[config.mk]
export PLATFORM = sky130hd
export DESIGN_NAME = param_syncram
export DESIGN_NICKNAME = d
export VERILOG_FILES = /design/src/rtl/param_syncram_pkg.sv /design/src/rtl/param_syncram_clr_ctl.sv /design/src/rtl/param_syncram.sv
export SDC_FILE = /design/constraint.sdc
export NUM_CORES = 1
export LEC_CHECK = 0
export ABC_AREA = 1
export CAP_MARGIN = 20
export CORE_MARGIN = 2
export CORE_UTILIZATION = 55
export DETAILED_ROUTE_END_ITERATION = 12
export GPL_TIMING_DRIVEN = 0
export PLACE_DENSITY = 0.84
export SYNTH_ARGS = -nofsm -noshare
export SYNTH_HDL_FRONTEND = slang
export SYNTH_HIERARCHICAL = 1
export SYNTH_SLANG_ARGS = --single-unit
[constraint.sdc]
create_clock -name clk -period 2.3 [get_ports clk]
set_input_delay 0.46 -clock clk [delete_from_list [all_inputs] [get_ports clk]]
set_output_delay 0.46 -clock clk [all_outputs]
set_load 0.01 [all_outputs]
[src/rtl/param_syncram_pkg.sv]
// Shared types and helpers for param_syncram.
//   state_t     : clear-sweep FSM states (CLEAR, READY)
//   RDW_OLD/NEW : read-during-write policy encodings for RDW_MODE
//   even_parity : reduction-XOR parity of a zero-extended word
package param_syncram_pkg;

  typedef enum logic {
    CLEAR = 1'b0,
    READY = 1'b1
  } state_t;

  localparam int unsigned RDW_OLD = 0;
  localparam int unsigned RDW_NEW = 1;

  // Widest data word the parity helper accepts; narrower words are
  // zero-extended by the caller, which leaves the parity unchanged.
  localparam int unsigned PAR_MAX_W = 256;

  function automatic logic even_parity(input logic [PAR_MAX_W-1:0] v);
    return ^v;
  endfunction

endpackage

[src/rtl/param_syncram_clr_ctl.sv]
// Clear-sweep controller for param_syncram.
// Walks a pointer over every word once per sweep, asserting a clear write
// each cycle; a sweep runs after reset and on init request from READY.
//   i_clk, i_rst  : clock, synchronous active-high reset
//   i_init_req    : start a new sweep (honoured only in READY)
//   o_busy        : high while the sweep runs
//   o_clr_we      : clear write strobe for mem[o_ptr]
//   o_ptr         : AW+1 bit sweep pointer (low AW bits address memory)
module param_syncram_clr_ctl
  import param_syncram_pkg::*;
#(
  parameter int unsigned AW = 4
) (
  input  logic        i_clk,
  input  logic        i_rst,
  input  logic        i_init_req,
  output logic        o_busy,
  output logic        o_clr_we,
  output logic [AW:0] o_ptr
);

  localparam logic [AW:0] LAST = {1'b0, {AW{1'b1}}};
  localparam logic [AW:0] ONE  = {{AW{1'b0}}, 1'b1};

  state_t      r_state;
  logic [AW:0] r_ptr;
  logic        r_busy;

  always_ff @(posedge i_clk) begin
    if (i_rst) begin
      r_state <= CLEAR;
      r_ptr   <= '0;
      r_busy  <= 1'b1;
    end else begin
      case (r_state)
        CLEAR: begin
          if (r_ptr == LAST) begin
            r_state <= READY;
            r_ptr   <= '0;
            r_busy  <= 1'b0;
          end else begin
            r_ptr <= r_ptr + ONE;
          end
        end
        READY: begin
          if (i_init_req) begin
            r_state <= CLEAR;
            r_ptr   <= '0;
            r_busy  <= 1'b1;
          end
        end
        default: begin
          r_state <= CLEAR;
          r_ptr   <= '0;
          r_busy  <= 1'b1;
        end
      endcase
    end
  end

  assign o_busy   = r_busy;
  assign o_ptr    = r_ptr;
  // Memory must not be written while reset is held, even though the FSM
  // already sits in CLEAR.
  assign o_clr_we = r_busy & ~i_rst;

endmodule

[src/rtl/param_syncram.sv]
// Parametrised single-clock RAM: one write port, one registered read port
// with valid strobe, hardware clear sweep after reset / on init_req, and a
// selectable read-during-write policy (RDW_MODE: 0 old data, 1 new data).
// Optional per-word even parity with error injection when the macro
// PARAM_SYNCRAM_PARITY_EN is defined; otherwise perr is tied low.
//   clk, rst           : clock, synchronous active-high reset
//   init_req / busy    : sweep request / sweep in progress (we, re dropped)
//   we, waddr, din     : write port; inj_perr flips stored parity
//   re, raddr          : read request
//   dout, dout_valid   : registered read data and one-cycle valid
//   perr               : parity error, aligned with dout_valid
module param_syncram
  import param_syncram_pkg::*;
#(
  parameter int unsigned    DW       = 8,
  parameter int unsigned    AW       = 4,
  parameter int unsigned    RDW_MODE = 0,
  parameter logic [DW-1:0]  INIT_VAL = '0
) (
  input  logic          clk,
  input  logic          rst,
  input  logic          init_req,
  output logic          busy,
  input  logic          we,
  input  logic [AW-1:0] waddr,
  input  logic [DW-1:0] din,
  input  logic          inj_perr,
  input  logic          re,
  input  logic [AW-1:0] raddr,
  output logic [DW-1:0] dout,
  output logic          dout_valid,
  output logic          perr
);

  localparam int unsigned DEPTH = 2 ** AW;
`ifdef PARAM_SYNCRAM_PARITY_EN
  localparam int unsigned MW = DW + 1;
`else
  localparam int unsigned MW = DW;
`endif

  logic [MW-1:0] r_mem [DEPTH];
  logic [DW-1:0] r_dout;
  logic          r_dout_valid;

  logic          w_busy;
  logic          w_clr_we;
  logic [AW:0]   w_ptr;
  logic          w_wr_ok;
  logic          w_rd_ok;
  logic          w_bypass;
  logic [MW-1:0] w_wr_word;
  logic [MW-1:0] w_init_word;
  logic [MW-1:0] w_rd_word;
  logic          w_unused;

  param_syncram_clr_ctl #(
    .AW(AW)
  ) u_clr_ctl (
    .i_clk      (clk),
    .i_rst      (rst),
    .i_init_req (init_req),
    .o_busy     (w_busy),
    .o_clr_we   (w_clr_we),
    .o_ptr      (w_ptr)
  );

  assign w_wr_ok  = we & ~w_busy & ~rst;
  assign w_rd_ok  = re & ~w_busy;
  assign w_bypass = (RDW_MODE == RDW_NEW) && w_wr_ok && (waddr == raddr);

`ifdef PARAM_SYNCRAM_PARITY_EN
  assign w_wr_word   = {even_parity(PAR_MAX_W'(din)) ^ inj_perr, din};
  assign w_init_word = {even_parity(PAR_MAX_W'(INIT_VAL)), INIT_VAL};
  assign w_unused    = w_ptr[AW];
`else
  assign w_wr_word   = din;
  assign w_init_word = INIT_VAL;
  assign w_unused    = ^{w_ptr[AW], inj_perr};
`endif

  // Write-first bypass returns the word being written, including its
  // (possibly injected) parity bit.
  assign w_rd_word = w_bypass ? w_wr_word : r_mem[raddr];

  always_ff @(posedge clk) begin
    if (w_clr_we) begin
      r_mem[w_ptr[AW-1:0]] <= w_init_word;
    end else if (w_wr_ok) begin
      r_mem[waddr] <= w_wr_word;
    end
  end

  always_ff @(posedge clk) begin
    if (rst) begin
      r_dout       <= '0;
      r_dout_valid <= 1'b0;
    end else begin
      r_dout_valid <= w_rd_ok;
      if (w_rd_ok) begin
        r_dout <= w_rd_word[DW-1:0];
      end
    end
  end

`ifdef PARAM_SYNCRAM_PARITY_EN
  logic r_perr;

  always_ff @(posedge clk) begin
    if (rst) begin
      r_perr <= 1'b0;
    end else if (w_rd_ok) begin
      r_perr <= even_parity(PAR_MAX_W'(w_rd_word[DW-1:0])) ^ w_rd_word[DW];
    end
  end

  assign perr = r_perr;
`else
  assign perr = 1'b0;
`endif

  assign busy       = w_busy;
  assign dout       = r_dout;
  assign dout_valid = r_dout_valid;

endmodule

* Yosys cells after proc, flatten, opt, wreduce, memory -nomap -nowiden
Memory sizes are Yosys's and may differ from the RTL's. A register that Yosys moved wholly into a read port is not among the register bits.
Index checks and enable logic that the tools add are counted.
** Operators by class
- Mux-type cells :: 17
- $add $sub $neg :: 1
- Reduce and logical (&&, ||, !) cells :: 2
- Bitwise operators :: 7
- Equality and inequality tests :: 3
** Operators by type and width (count)
- two-way mux 1 bit :: 10
- two-way mux 5 bit :: 2
- case mux 5 bit (2 select lines) :: 1
- two-way mux 8 bit :: 1
- OR reduction 8 bit :: 1
- adder 5 x 1 -> 5 bit (second input constant) :: 1
- equality test 5 x 4 -> 1 bit (second input constant) :: 1
- AND 1 bit :: 4
- two-way mux 4 bit :: 1
- case mux 1 bit (2 select lines) :: 2
- NOT 1 bit :: 3
- != test 2 x 1 -> 1 bit (second input constant) :: 1
- != test 2 bit (second input constant) :: 1
- AND reduction 2 bit :: 1
** Word-level totals
- Bits in writable memories :: 128
- Input port bits :: 22
- Memories :: 1
- Register bits :: 8
** Memory list
- r_mem :: words 16, bits a word 8, read ports 1, clocked after memory_dff 1, write ports 1, RTL line param_syncram.sv:42 : logic [MW-1:0] r_mem [DEPTH];

* Depth between registers and ports, before layout
Gate-level depths: netlist of run 1.
- Word-level depth :: 8
- Depth in mapped cells :: 10
- Gate-level depth less buffers :: 9

* Modules after synthesis
Netlist of run 1, hierarchy kept.
** Modules (own cells, without submodules)
- param_syncram :: area an instance 5749.3 um2, cells an instance 531, instances 1, sequential area each 4023.9 um2
- param_syncram_clr_ctl :: area an instance 311.5 um2, cells an instance 43, instances 1, sequential area each 140.1 um2

* Worst setup path after synthesis of run 1
OpenSTA, ideal clock, no wires.
- Path kind :: input to register
- Start point :: input rst
- End point :: memory r_mem[0][0] (netlist name) (enable)
- Required time :: 1.930 ns
- Setup slack :: 0.361 ns
- Setup time :: 0.370 ns
- Arrival time :: 1.568 ns
- Stages :: 9
- Cell sequence :: buf_6 inv_4 nand4_4 buf_6 nand2_2 o21ai_2 inv_2 nand2_2 nor2_1
** Between the ends
- Cells in the longest elaborated chain, start to end :: 7
- Elaborated cells on any way between the ends :: 11
- Those cells by class :: 7 x mux; 3 x bitwise; 1 x reduce/logical
** RTL lines
- start, declared :: RTL line param_syncram.sv:21 : input logic rst,
- NOT 1 bit (*) :: RTL line param_syncram_clr_ctl.sv:65, param_syncram.sv:68
- AND 1 bit :: RTL line param_syncram.sv:68 : assign w_wr_ok = we & ~w_busy & ~rst;
- two-way mux 1 bit :: RTL line param_syncram.sv:89 : end else if (w_wr_ok) begin
- two-way mux 1 bit :: RTL line param_syncram.sv:87 : if (w_clr_we) begin
- two-way mux 1 bit (implied by the code) :: RTL line param_syncram.sv:90 : r_mem[waddr] <= w_wr_word;
- OR reduction 8 bit (no line)
- two-way mux 4 bit (no line) / two-way mux 1 bit (equally long branches)
- end, declared :: RTL line param_syncram.sv:42
Mark *: on every way between the ends. The rest lies on a longest branch, timed or not.

* Final worst setup path of run 1
- Start point :: input rst
- End point :: memory r_mem[10][4] (netlist name) (enable)
** Between the ends
- Elaborated cells on any way between the ends :: 11
- Those cells by class :: 7 x mux; 3 x bitwise; 1 x reduce/logical
** RTL lines
- NOT 1 bit (*) :: RTL line param_syncram_clr_ctl.sv:65 : assign o_clr_we = r_busy & ~i_rst;
- AND 1 bit (*) :: RTL line param_syncram_clr_ctl.sv:65
- via w_clr_we :: RTL line param_syncram.sv:47 : logic w_clr_we;
- two-way mux 1 bit :: RTL line param_syncram.sv:87
- two-way mux 1 bit (implied by the code) :: RTL line param_syncram.sv:90
- OR reduction 8 bit (no line)
- two-way mux 4 bit (no line) / two-way mux 1 bit (equally long branches)
Mark *: on every way through the listed nets, which the timed path passes. The rest lies on a longest branch.

==> metrics.yaml, run 1 <==
status: "complete, no violations"
setup_violations: 0
postLayoutCellArea_mm2: 0.007318
cts_tree: "yes"
core_area_mm2: 0.01079
cts_buffers: 17
placed_cells: 748
seq_area_mm2: 0.004164
period_share_pct: 98.27
die-area_mm2: 0.01188
critPathRequiredTime_ns: 2.51
grt_pass1_wl_um: 22820
ctsHoldBuffers: 0
worst_pin_slew_ns: 0.8066
syn-mean-instance-area_um2: 10.56
firstDrtPassIters: 6
grt_overflow: 0
cts_max_level: 4
area_delta_synth_final_pct: 20.75
ys_warn_count: 6
vdd_ir_drop_max_mv: 0.4678
ioPinCount: 33
insertion_delay_ns: 0.54
critPathKind: "input pin to flip-flop"
post_dp_cell_area_mm2: 0.006578
die_w_um: 109.0
tns_ns: 0
clockRootBuffer: "clkbuf_8"
die_h_um: 109.0
synth_fp_nets: 597
start_util_pct: 56.16
whs_ns: 0.4315
start_kind: "input pin"
synth_seq_cells: 144
worst_slew_margin_rel_pct: 46.03
cp_max_fo: 8
detail-route-antenna-nets: 0
synthCells: 574
power_leakage_nw: 2.791
detailroute.via_count: 4666
slew_viol_final: 0
nFillCells: 691
gp_congestion: 0.9067
grt_use_total_pct: 26.56
period_minus_slack_ns: 2.260
cts.sinks: 144
finalHoldViolations: 0
route.detailed.drc: 0
nets: 652
drt-vias-per-instance: 5.967
grt_max_degree: 17
wl_per_cell_um: 20.34
drv_cap: 0
antenna_found_initial: 0
multi_input_area_mm2: 0.001732
ys_types: 25
drtIter0Drc: 698
clock_path_buffers: 2
antennaDiodeCount: 0
power_density_mw_per_mm2: 797.2
place_hpwl_um: 9691
port_buffers: 27
min_path_type: "input pin to flip-flop"
wl_um: 15900
arrival_ns: 2.47
finClkSkew_ns: 0.009108
cts.clk_slew.worst_paths_ns: 0.06
layout.cells.non_filler: 782
rows: 38
end_kind: "flip-flop"
ys_seq_area_share_pct: 68.70
drive_gt1_share_pct: 15.26
grt_pass1_vias: 4304
synthesis.area_mm2: 0.006061
fmax_ghz: 0.4425
-- worst max-delay path, stage by stage --
cell	delay [ns]
clkdlybuf4s50_1	0.60
nor2_1	0.09
inv_1	0.12
nand4_4	0.18
nand2_1	0.14
o21ai_1	0.15
inv_1	0.16
nand3_2	0.24
nor2_4	0.33
-- registers in the layout (all words and copies together), names as in the netlist --
| name | count |
|---|---|
| r_mem | 128 |
| dout | 8 |
| u_clr_ctl/o_ptr | 5 |
| dout_valid | 1 |
| u_clr_ctl/o_busy | 1 |
| u_clr_ctl/r_state | 1 |
-- per-stage QoR --
step | utilization (%) | power [mW] | worst slack, ns
3_5_place_dp | 60.94 | 3.253 | -0.6550
6_report | 67.81 | 5.834 | 0.03990
4_1_cts | 66.35 | 5.755 | -0.07129
3_3_place_gp | 60.28 | 3.235 | -0.6497
2_1_floorplan | - | 3.137 | 0.3613
5_1_grt | 67.81 | 5.956 | -0.06505
-- layer usage --
| layer | GRT usage, % | wire (um) |
|---|---|---|
| met5 | 0 | 0 |
| met4 | 12.64 | 752 |
| met3 | 6.276 | 1882 |
| met2 | 42.32 | 7768 |
| met1 | 34.50 | 5498 |
-- placed cells by master, fill, tap and decap left out, drive strengths merged --
| master | n |
|---|---|
| buf | 34 |
| clkdlybuf4s50 | 27 |
| nand4 | 2 |
| clkinv | 1 |
| o21ai | 7 |
| nand2 | 190 |
| conb | 1 |
| dfxtp | 16 |
| nand3 | 111 |
| inv | 38 |
| nor2 | 50 |
| clkbuf | 32 |
| a31oi | 1 |
| ha | 1 |
| edfxtp | 128 |
| a21oi | 3 |
-- timing repair --
action,CTS,global route
buffers inserted,0,2
pin swaps,0,5
gates resized for setup,10,27
setup endpoints to repair,136,128
-- layout make-up --
type	count	share of cell area (%)
clock buffer	29	7.386
buffer	28	2.325
clock inverter	3	0.2394
timing repair buffer	36	5.215
sequential	144	56.90
multi-input combinational	366	23.66
inverter	36	1.881
tap	140	2.394
-- power by group --
| part | internal, mW | switching [mW] | leakage [nW] | total, mW |
|---|---|---|---|---|
| Clock | 1.57 | 1.01 | 0.279 | 2.58 |
| Combinational | 0.123 | 0.265 | 1.38 | 0.389 |
| Sequential | 2.85 | 0.0173 | 1.14 | 2.87 |
| Total | 4.54 | 1.30 | 2.79 | 5.83 |
-- Yosys cell counts (all sizes together) --
master / instances / share of area [%]
nand4: 2 / 0.45
buf: 25 / 2.6
conb: 1 / 0.062
clkbuf: 3 / 0.19
dfxtp: 16 / 5.3
o21ai: 7 / 0.70
edfxtp: 128 / 63
a31oi: 1 / 0.10
nand3: 111 / 9.2
nand2: 190 / 12
ha: 1 / 0.21
nor2: 50 / 3.2
a21oi: 3 / 0.25
inv: 36 / 2.3
-- logic make-up (layout without fill, tap and decap cells) --
logic type	after synthesis	count (layout)	synth area share, %
other	1	1	0.06187
adders and majority gates	1	1	0.2064
AOI/OAI and AO/OA	11	11	1.053
and+or+nand+nor	353	353	24.90
buffers and inverters	64	132	5.078
DFF	144	144	68.70
-- final timing paths --
kind | endpoint | cells past startpoint | from | slack, ns
worst max register to register | r_mem[15][3]$_DFFE_PP_ | 9 | u_clr_ctl/o_busy$_SDFFE_PP1P_ | 0.12
worst min register to register | u_clr_ctl/o_ptr[4]$_SDFFE_PP0P_ | 2 | u_clr_ctl/o_ptr[4]$_SDFFE_PP0P_ | 0.47
worst max-delay path | r_mem[10][4]$_DFFE_PP_ | 9 | rst | 0.04
worst min-delay path | dout[3]$_SDFFE_PP0P_ | 5 | raddr[3] | 0.43
(Power assumes the default switching activity.)
==> inputs of run 2 (changes only) <==
==> constraint.sdc (replaced) <==
create_clock -name clk -period 2.3 [get_ports clk]
set_input_delay 0.345 -clock clk [delete_from_list [all_inputs] [get_ports clk]]
set_output_delay 0.345 -clock clk [all_outputs]
set_load 0.01 [all_outputs]
==> run 2 against run 1 <==
  * The run now ends with setup timing left
  * Clock skew is 0.0024 ns higher
  * Non-clock buffer count is 1 lower
  * Utilization is 1.2 points lower
  * Critical path type unchanged
==> metrics.yaml, run 2 (synthesis results as in run 1) <==
vdd_ir_drop_max_mv: 0.4935
detail-route-antenna-nets: 0
port_buffers: 27
power_leakage_nw: 2.776
min_path_type: "input pin to flip-flop"
die_w_um: 109.0
whs_ns: 0.3068
die_h_um: 109.0
antenna_found_initial: 0
dp_slack_ns: -0.5400
wl_per_cell_um: 19.14
area_delta_synth_final_pct: 18.66
grt_pass1_wl_um: 22760
layout_common_cells: "nand2_1, edfxtp_1, nand3_1"
antennaDiodeCount: 0
period_minus_slack_ns: 2.399
worst_slew_margin_rel_pct: 46.03
post_cts_buffers: 0
clock_path_buffers: 2
hold-path-cell-count: 5
drt-vias-per-instance: 5.848
reg2reg_from: "u_clr_ctl/o_busy$_SDFFE_PP1P_"
largest_register_ffs: 128
insertion_delay_ns: 0.55
end_kind: "flip-flop"
setup_violations: 56
firstDrtPassIters: 5
violations: "setup timing"
cts_max_level: 4
cp_max_fo: 8
critPathRequiredTime_ns: 2.46
drtIter0Drc: 721
gp_congestion: 0.9067
slew_viol_final: 0
core_area_mm2: 0.01079
place_hpwl_um: 9691
setup_ws_ns: -0.09896
route.detailed.drc: 0
postLayoutCellArea_mm2: 0.007192
die-area_mm2: 0.01188
arrival_ns: 2.56
layout_commonest_cell: "nand2_1"
status: "finished, violations left"
ctsHoldBuffers: 0
post_dp_cell_area_mm2: 0.006578
fmax_ghz: 0.4168
period_share_pct: 104.3
rsz0062_at_grt: "yes"
critPathKind: "input pin to flip-flop"
clockRootBuffer: "clkbuf_8"
drive_gt1_share_pct: 13.42
nets: 651
grt_pass1_vias: 4287
hold_start: "raddr[3]"
finClkSkew_ns: 0.01154
drv_cap: 0
grt_use_total_pct: 26.52
startpoint: "rst"
grt_max_degree: 17
detailroute.via_count: 4567
r2r_cells: 9
cts_buffers: 17
ioPinCount: 33
finalHoldViolations: 0
cts.sinks: 144
cts.clk_slew.worst_paths_ns: 0.06
regMostFlops: "r_mem"
wl_um: 14950
fin_util_pct: 66.64
start_util_pct: 56.16
cts_tree: "yes"
worst_pin_slew_ns: 0.8066
grt_overflow: 0
start_kind: "input pin"
power_density_mw_per_mm2: 805.2
rows: 38
## run 2: changes by cell type in the layout (fill, tap and decap cells not counted), sizes merged
cell  previous run  this run
buf             34        33
## run 2: path summary, 6_finish.rpt
| check | endpoint | slack, ns |
|---|---|---|
| hold reg to reg | u_clr_ctl/o_ptr[4]$_SDFFE_PP0P_ | 0.47 |
| hold / removal | dout[3]$_SDFFE_PP0P_ | 0.31 |
| setup / recovery | r_mem[10][6]$_DFFE_PP_ | -0.1 |
| setup reg to reg | r_mem[3][7]$_DFFE_PP_ | -0.09 |
## run 2: stage by stage
step	cells	total power [mW]	TNS (ns)
6_report	781	5.791	-2.771
2_1_floorplan	574	3.137	0
3_3_place_gp	741	3.235	-102.86
5_1_grt	781	5.916	-9.899
3_5_place_dp	748	3.253	-68.96
4_1_cts	780	5.753	-0.003803
## run 2: worst max-delay path, stage by stage
cell             delay, ns
clkdlybuf4s50_1       0.60
nor2_1                0.11
inv_1                 0.12
nand4_4               0.17
nand2_1               0.12
o21ai_1               0.11
inv_1                 0.13
nand3_1               0.18
nor2_1                0.67
## run 2: metal layers
| metal | track usage [%] | wire [um] |
|---|---|---|
| met5 | 0 | 0 |
| met4 | 12.82 | 589 |
| met3 | 5.918 | 1552 |
| met2 | 42.28 | 7233 |
| met1 | 34.58 | 5573 |
## run 2: power by group
part / leakage (nW) / switching, mW / internal, mW
clock network: 0.279 / 0.998 / 1.57
logic: 1.36 / 0.242 / 0.119
registers: 1.14 / 0.0167 / 2.85
total: 2.78 / 1.26 / 4.53
## run 2: timing repair
item | 4_1_cts | 5_1_grt
pin swaps | 0 | 0
setup endpoints to repair | 16 | 120
resized for setup | 5 | 9
## run 2: layout make-up
class                   instances  area (um2)
well taps                     140       175.2
flip-flops and latches        144        4164
clock buffers                  29       540.5
plain buffers                  28       170.2
inverters                      36       137.6
clock inverters                 3       17.52
multi-input cells             366        1634
fillers                       726        3601
repair buffers                 35       352.8
